<file path="config.mk">
export PLATFORM = sky130hd
export DESIGN_NAME = phys_wb_arbiter_flat
export DESIGN_NICKNAME = d
export VERILOG_FILES = /design/src/rtl/ooo_pkg.sv /design/src/rtl/phys_wb_arbiter_if.sv /design/src/rtl/phys_wb_arbiter_rr_pick2.sv /design/src/rtl/phys_wb_arbiter.sv /design/src/flat_wrapper.sv
export SDC_FILE = /design/constraint.sdc
export NUM_CORES = 1
export LEC_CHECK = 0
export ABC_AREA = 1
export BUFFER_PORTS_ARGS = -buffer_cell sky130_fd_sc_hd__buf_4
export CORE_ASPECT_RATIO = 1.4
export CORE_MARGIN = 4
export CORE_UTILIZATION = 53
export DETAILED_ROUTE_END_ITERATION = 12
export PLACE_DENSITY = 0.81
export SYNTH_ARGS = -nofsm -noshare
export SYNTH_HDL_FRONTEND = slang
export SYNTH_SLANG_ARGS = --single-unit
export TNS_END_PERCENT = 30
</file>
<file path="constraint.sdc">
create_clock -name clk -period 5.8 [get_ports clk]
set_clock_uncertainty 0.15 [all_clocks]
set_input_delay 0.58 -clock clk [delete_from_list [all_inputs] [get_ports clk]]
set_output_delay 0.58 -clock clk [all_outputs]
set_load 0.005 [all_outputs]
</file>
<file path="src/rtl/ooo_pkg.sv">
// Shared out-of-order core constants and types used by rename, issue and
// the writeback arbiter.
package ooo_pkg;
  localparam int NUM_PREG = 64;
  localparam int PREG_W   = 6;
  localparam int DATA_W   = 32;

  typedef logic [PREG_W-1:0] preg_t;
  typedef logic [DATA_W-1:0] data_t;

  typedef struct packed {
    logic  en;
    preg_t preg;
    data_t data;
  } wr_port_t;
endpackage

</file>
<file path="src/rtl/phys_wb_arbiter_if.sv">
// Writeback bundle: requester valid/ready handshake plus the two register
// file write ports.
interface phys_wb_arbiter_if import ooo_pkg::*; #(
  parameter int NUM_REQ = 4
);
  logic [NUM_REQ-1:0]             req_valid;
  preg_t [NUM_REQ-1:0]            req_preg;
  logic [NUM_REQ-1:0][DATA_W-1:0] req_data;
  logic [NUM_REQ-1:0]             req_ready;

  preg_t                          reg_to_update1;
  data_t                          new_value1;
  logic                           update1;
  preg_t                          reg_to_update2;
  data_t                          new_value2;
  logic                           update2;

  modport master (
    output req_valid, req_preg, req_data,
    input  req_ready,
    input  reg_to_update1, new_value1, update1,
    input  reg_to_update2, new_value2, update2
  );

  modport slave (
    input  req_valid, req_preg, req_data,
    output req_ready,
    output reg_to_update1, new_value1, update1,
    output reg_to_update2, new_value2, update2
  );
endinterface

</file>
<file path="src/rtl/phys_wb_arbiter_rr_pick2.sv">
// Combinational rotating picker: up to two grants per cycle starting at ptr,
// never granting two requests for the same destination register.
module rr_pick2 import ooo_pkg::*; #(
  parameter int NUM_REQ = 4,
  parameter int PTR_W   = $clog2(NUM_REQ)
) (
  input  logic [NUM_REQ-1:0] valid,
  input  preg_t [NUM_REQ-1:0] preg,
  input  logic [PTR_W-1:0]   ptr,
  output logic [NUM_REQ-1:0] grant,
  output logic               g1_vld,
  output logic [PTR_W-1:0]   g1_idx,
  output logic               g2_vld,
  output logic [PTR_W-1:0]   g2_idx
);
  int               j;
  logic [PTR_W-1:0] idx;

  always_comb begin
    grant  = '0;
    g1_vld = 1'b0;
    g1_idx = '0;
    g2_vld = 1'b0;
    g2_idx = '0;
    j      = 0;
    idx    = '0;
    for (int k = 0; k < NUM_REQ; k++) begin
      j = int'(ptr) + k;
      if (j >= NUM_REQ) j = j - NUM_REQ;
      idx = PTR_W'(j);
      if (valid[idx]) begin
        if (!g1_vld) begin
          g1_vld     = 1'b1;
          g1_idx     = idx;
          grant[idx] = 1'b1;
        end else if (!g2_vld && (preg[idx] != preg[g1_idx])) begin
          // a same-register loser stays pending; the scan keeps looking
          g2_vld     = 1'b1;
          g2_idx     = idx;
          grant[idx] = 1'b1;
        end
      end
    end
  end
endmodule

</file>
<file path="src/rtl/phys_wb_arbiter.sv">
// Writeback arbiter for the physical register file: two registered write
// ports fed round-robin from NUM_REQ units, plus the per-register ready bits.
module phys_wb_arbiter #(
  parameter int NUM_REQ  = 4,
  parameter int NUM_PREG = ooo_pkg::NUM_PREG,
  parameter int PREG_W   = ooo_pkg::PREG_W,
  parameter int DATA_W   = ooo_pkg::DATA_W
) (
  input  logic                clk,
  input  logic                reset,
  input  logic                stall,
  phys_wb_arbiter_if.slave    bus,
  input  logic                alloc_valid,
  input  logic [PREG_W-1:0]   alloc_preg,
  output logic [NUM_PREG-1:0] preg_ready
);
  import ooo_pkg::*;

  localparam int PTR_W = $clog2(NUM_REQ);

  logic [PTR_W-1:0]   rr_ptr;
  logic [PTR_W-1:0]   last_idx;
  logic [NUM_REQ-1:0] grant;
  logic               g1_vld, g2_vld;
  logic [PTR_W-1:0]   g1_idx, g2_idx;
  logic               act, w1, w2;

  logic               upd1_q, upd2_q;
  logic [PREG_W-1:0]  idx1_q, idx2_q;
  logic [DATA_W-1:0]  dat1_q, dat2_q;

  logic [NUM_PREG-1:0] sb_set, sb_clr;

  rr_pick2 #(.NUM_REQ(NUM_REQ)) u_pick (
    .valid  (bus.req_valid),
    .preg   (bus.req_preg),
    .ptr    (rr_ptr),
    .grant  (grant),
    .g1_vld (g1_vld),
    .g1_idx (g1_idx),
    .g2_vld (g2_vld),
    .g2_idx (g2_idx)
  );

  assign act           = !reset && !stall;
  assign w1            = act && g1_vld;
  assign w2            = act && g2_vld;
  assign bus.req_ready = act ? grant : '0;
  assign last_idx      = g2_vld ? g2_idx : g1_idx;

  always_ff @(posedge clk) begin
    if (reset)
      rr_ptr <= '0;
    else if (w1)
      rr_ptr <= (last_idx == PTR_W'(NUM_REQ - 1)) ? '0 : last_idx + 1'b1;
  end

  // Ports are registered so the file sees a full-cycle-stable value at its
  // negedge write; stall holds the whole port so the write completes later.
  always_ff @(posedge clk) begin
    if (reset) begin
      upd1_q <= 1'b0;
      upd2_q <= 1'b0;
      idx1_q <= '0;
      idx2_q <= '0;
      dat1_q <= '0;
      dat2_q <= '0;
    end else if (!stall) begin
      upd1_q <= g1_vld;
      upd2_q <= g2_vld;
      if (g1_vld) begin
        idx1_q <= bus.req_preg[g1_idx];
        dat1_q <= bus.req_data[g1_idx];
      end
      if (g2_vld) begin
        idx2_q <= bus.req_preg[g2_idx];
        dat2_q <= bus.req_data[g2_idx];
      end
    end
  end

  assign bus.update1        = upd1_q;
  assign bus.reg_to_update1 = idx1_q;
  assign bus.new_value1     = dat1_q;
  assign bus.update2        = upd2_q;
  assign bus.reg_to_update2 = idx2_q;
  assign bus.new_value2     = dat2_q;

  for (genvar p = 0; p < NUM_PREG; p++) begin : g_sb
    assign sb_clr[p] = alloc_valid && (alloc_preg == PREG_W'(p));
    assign sb_set[p] = (w1 && (bus.req_preg[g1_idx] == PREG_W'(p))) ||
                       (w2 && (bus.req_preg[g2_idx] == PREG_W'(p)));
  end

  // a rename allocation in the same edge as a writeback wins: the register
  // now belongs to a new, not-yet-produced value
  always_ff @(posedge clk) begin
    if (reset) preg_ready <= '1;
    else       preg_ready <= (preg_ready | sb_set) & ~sb_clr;
  end
endmodule

</file>
<file path="src/flat_wrapper.sv">
// flat-port wrapper written by rule: the top's interface ports become plain ports
module phys_wb_arbiter_flat import ooo_pkg::*;
#(
  parameter int NUM_REQ  = 4,
  parameter int NUM_PREG = ooo_pkg::NUM_PREG,
  parameter int PREG_W   = ooo_pkg::PREG_W,
  parameter int DATA_W   = ooo_pkg::DATA_W
)
  (clk, reset, stall, alloc_valid, alloc_preg, preg_ready, bus_req_valid, bus_req_preg, bus_req_data, bus_req_ready, bus_reg_to_update1, bus_new_value1, bus_update1, bus_reg_to_update2, bus_new_value2, bus_update2);
  phys_wb_arbiter_if #(.NUM_REQ(NUM_REQ)) bus_i ();
  input  logic clk;
  input  logic reset;
  input  logic stall;
  input  logic alloc_valid;
  input  logic [PREG_W-1:0] alloc_preg;
  output logic [NUM_PREG-1:0] preg_ready;
  input wire logic [$bits(bus_i.req_valid)-1:0] bus_req_valid;
  input wire logic [$bits(bus_i.req_preg)-1:0] bus_req_preg;
  input wire logic [$bits(bus_i.req_data)-1:0] bus_req_data;
  output wire logic [$bits(bus_i.req_ready)-1:0] bus_req_ready;
  output wire logic [$bits(bus_i.reg_to_update1)-1:0] bus_reg_to_update1;
  output wire logic [$bits(bus_i.new_value1)-1:0] bus_new_value1;
  output wire logic [$bits(bus_i.update1)-1:0] bus_update1;
  output wire logic [$bits(bus_i.reg_to_update2)-1:0] bus_reg_to_update2;
  output wire logic [$bits(bus_i.new_value2)-1:0] bus_new_value2;
  output wire logic [$bits(bus_i.update2)-1:0] bus_update2;
  assign bus_i.req_valid = bus_req_valid;
  assign bus_i.req_preg = bus_req_preg;
  assign bus_i.req_data = bus_req_data;
  assign bus_req_ready = bus_i.req_ready;
  assign bus_reg_to_update1 = bus_i.reg_to_update1;
  assign bus_new_value1 = bus_i.new_value1;
  assign bus_update1 = bus_i.update1;
  assign bus_reg_to_update2 = bus_i.reg_to_update2;
  assign bus_new_value2 = bus_i.new_value2;
  assign bus_update2 = bus_i.update2;
  phys_wb_arbiter #(.NUM_REQ(NUM_REQ), .NUM_PREG(NUM_PREG), .PREG_W(PREG_W), .DATA_W(DATA_W)) u_core (.clk(clk), .reset(reset), .stall(stall), .bus(bus_i), .alloc_valid(alloc_valid), .alloc_preg(alloc_preg), .preg_ready(preg_ready));
endmodule
</file>
==> run_results.csv <==
group,metric,value,unit
placed_design,gp_congestion,0.9954,
setup_path,worstPathArrival,5.44,ns
timing,worstMarginPinSlew,0.9740,ns
route,drc,0,
setup_path,cp_top_family,"simple AND/OR/NAND/NOR gates",
setup_path,worstReg2RegStart,"u_core.rr_ptr[0]",
placed_design,dp_hpwl,32830,um
setup_path,crit_path_start_kind,"flop",
route,ant_nets,0,
setup_path,cpMaxStageDelayCell,"buf_4",
setup_path,end_kind,"flop",
global_route,gr-total-overflow,0,
setup_path,slowest_delay,0.73,ns
global_route,grt_pass1_vias,12740,
logic_synthesis,ys_ff_latch,144,
cts,hold_buffers,0,
power,power_density,779.7,nW/um^2
route,viasPerCell,5.961,
logic_synthesis,yosysUniqueCellTypes,43,
logic_synthesis,synth_cells,1794,
setup_path,critPathLaunch,"u_core.rr_ptr[0]",
cts,cts_buffer_depth,2,
placed_design,place_ws,0.5264,ns
logic_synthesis,syn_nets,1965,
timing,rsz0062_at_grt,"false",
floorplan,die-area,22640,um^2
logic_synthesis,ys.flop_type,"dfxtp_1",
timing,finalCritPeriodShare,0.9127,
cts,cts_root_buf,"clkbuf_16",
global_route,grt_pass1_wl,69210,um
cts,cts_sinks,144,
floorplan,pin_count,312,
run_status,status,"complete, no violations",
cts,cts_setup_buffers,0,
flow_run,max_cap_viol_count,0,
route,first_iter_violations,1788,
logic_synthesis,yosysWarningCount,0,
global_route,antenna_found_initial,0,
cts,insertion_delay,0.42,ns
cts,clk_pin_slew,0.07,ns
finish,drive_gt1_frac,0.2257,
finish,n_antenna_cell,0,
cts,post_cts_resized,0,
setup_path,crit_chain,"inv_4 -> ha_1 -> inv_2 -> nand3_2 -> nand2_4 -> nor2_1 -> nor2_2 -> nand3_1 -> nand3_1 -> nand2_1 -> nor2_1 -> nand3_2 -> nand2_2 -> inv_1 -> nand3_1 -> nand2_2 -> nand2_4 -> buf_4 -> nand2_1 -> nor3_1 -> o22ai_1",
setup_path,path_class,"reg2reg",
timing,relSlewSlack,0.3507,
setup_path,crit_buf_inv,4,
timing,hold_violations,0,
route,wl_per_cell,19.55,um
hold_path,hp-class,"in2reg",
timing,tns,0,ns
finish,num-nets-final,2214,
cts,cts_tree,"yes",
cts,cts_buffers,17,
timing,fin_crit,5.293,ns
timing,maxSlewViolCount,0,
logic_synthesis,synth_edf_count,0,
floorplan,fp-row-count,61,
route,dr.pass1.iters,7,
floorplan,die_x,128.3,um
finish,area_growth,27.45,%
floorplan,start_util,0.5391,
logic_synthesis,synth_area,10740,um^2
logic_synthesis,async_reset_ff_frac,0,
floorplan,die_h,176.4,um
global_route,grt_max_degree,92,
route,vias,13760,
hold_path,hp-start,"reset",
setup_path,critPathMaxFanout,82,
power,vdd_drop_max,0.6895,mV
timing,setup_violations,0,
setup_path,worst_path_most_repeated_cell,"nand3_1",
timing,layout_setup_ws,0.5065,ns
cts,htreeDepth,4,
floorplan,core_region_area,19920,um^2
logic_synthesis,seq_area_frac_synth,0.2684,
timing,fmax,188.9,MHz
route,wl,45130,um
placed_design,port_buffers,311,
setup_path,cp.required,5.95,ns
logic_synthesis,avgSynthCellArea,5.986,um^2
global_route,track_usage,0.3832,
power,p_leak,6.620,nW
## final timing paths
check / to / slack [ns] / cells past startpoint
max: u_core.rr_ptr[1] / 0.51 / 21
min reg2reg: u_core.bus.update1 / 0.31 / 2
min: u_core.bus.update1 / 0.17 / 2
max reg2reg: u_core.rr_ptr[1] / 0.51 / 21
## power by group
part	internal, mW	switching (mW)
clock	0.735	0.462
combinational	2.39	5.71
sequential	1.21	0.156
## logic make-up after synthesis
logic type	share of synthesized area
AO/OA/AOI/OAI	0.1699
flip-flops	0.2684
XOR/XNOR	0.004893
adder cells (fa/ha/maj)	0.005825
buffers and inverters	0.08575
AND/OR/NAND/NOR	0.4652
## metrics by stage
step	cell area [um^2]	total power [mW]	util	cells	hold slack, ns
final	13690	10.67	0.6871	2308	0.1685
after global routing	13690	11.42	0.6871	2308	0.1791
after CTS	13680	10.47	0.6868	2308	0.1700
after detailed placement	13050	9.251	0.6552	2276	0.2995
after global placement	13050	9.124	0.6552	2276	0.2929
after floorplan	10740	7.311	-	1794	0.2967
## routing by layer
layer / part of all wire / GRT usage / vias up
li1: - / - / 6415
met1: 0.36 / 0.4671 / 6234
met2: 0.48 / 0.6437 / 917
met3: 0.11 / 0.07839 / 191
met4: 0.053 / 0.1765 / 0
met5: 0 / 0 / -
## final cells by class
type	instances	area, um^2
clock inverters	12	182.7
multi-input cells	1448	6973
repair buffers	336	2522
inverters	96	364.1
fillers	1801	6233
clock buffers	20	446.7
flip-flops and latches	144	2883
well taps	252	315.3
## cells in the mapped netlist, types with 5 or more instances
| cell | n | area (um^2) |
|---|---|---|
| a31o_2 | 17 | 148.9 |
| a32o_1 | 32 | 320.3 |
| o211ai_1 | 31 | 232.7 |
| nor2_4 | 11 | 123.9 |
| nand3_1 | 222 | 1111 |
| inv_2 | 5 | 18.77 |
| nand2_1 | 808 | 3033 |
| o22ai_1 | 5 | 31.28 |
| a21oi_1 | 93 | 465.5 |
| nand2_2 | 17 | 106.4 |
| inv_1 | 87 | 326.6 |
| dfxtp_1 | 144 | 2883 |
| ha_1 | 5 | 62.56 |
| nor2_2 | 12 | 75.07 |
| buf_2 | 19 | 95.09 |
| xor2_1 | 6 | 52.55 |
| nand4_1 | 5 | 31.28 |
| buf_4 | 16 | 120.1 |
| a32oi_1 | 6 | 52.55 |
| a311oi_1 | 17 | 148.9 |
| buf_1 | 6 | 22.52 |
| nand3_2 | 7 | 70.07 |
| clkbuf_1 | 55 | 206.5 |
| o21ai_0 | 61 | 305.3 |
| nand2_4 | 12 | 135.1 |
| o21a_1 | 5 | 37.54 |
| nor2_1 | 52 | 195.2 |
| buf_6 | 6 | 67.56 |
## state kept, by name (all words and copies together), names as in the netlist
name	flops
u_core.bus.new_value1	32
u_core.bus.new_value2	32
u_core.bus.reg_to_update1	6
u_core.bus.reg_to_update2	6
u_core.bus.update1	1
u_core.bus.update2	1
u_core.preg_ready	64
u_core.rr_ptr	2
## placed cells by master, fill, tap and decap left out, drive strengths merged
cell type and instances:
a21oi 94, a311oi 17, a31o 17, a31oi 4
a32o 32, a32oi 6, buf 336, bufinv 4
clkbuf 20, clkinv 9, dfxtp 144, ha 5
inv 95, nand2 837, nand3 231, nand3b 3
nand4 6, nor2 75, nor3 4, o211ai 32
o21a 5, o21ai 65, o22ai 5, or2 4
xor2 6
## worst reg2reg max path: stages (launching register included)
cell     delay [ns]
dfxtp_1        0.55
inv_4          0.20
ha_1           0.46
inv_2          0.20
nand3_2        0.15
nand2_4        0.19
nor2_1         0.08
nor2_2         0.42
nand3_1        0.22
nand3_1        0.11
nand2_1        0.09
nor2_1         0.14
nand3_2        0.14
nand2_2        0.09
inv_1          0.06
nand3_1        0.10
nand2_2        0.24
nand2_4        0.32
buf_4          0.73
nand2_1        0.23
nor3_1         0.18
o22ai_1        0.10
Note: power is estimated with default switching activity, not from simulation.
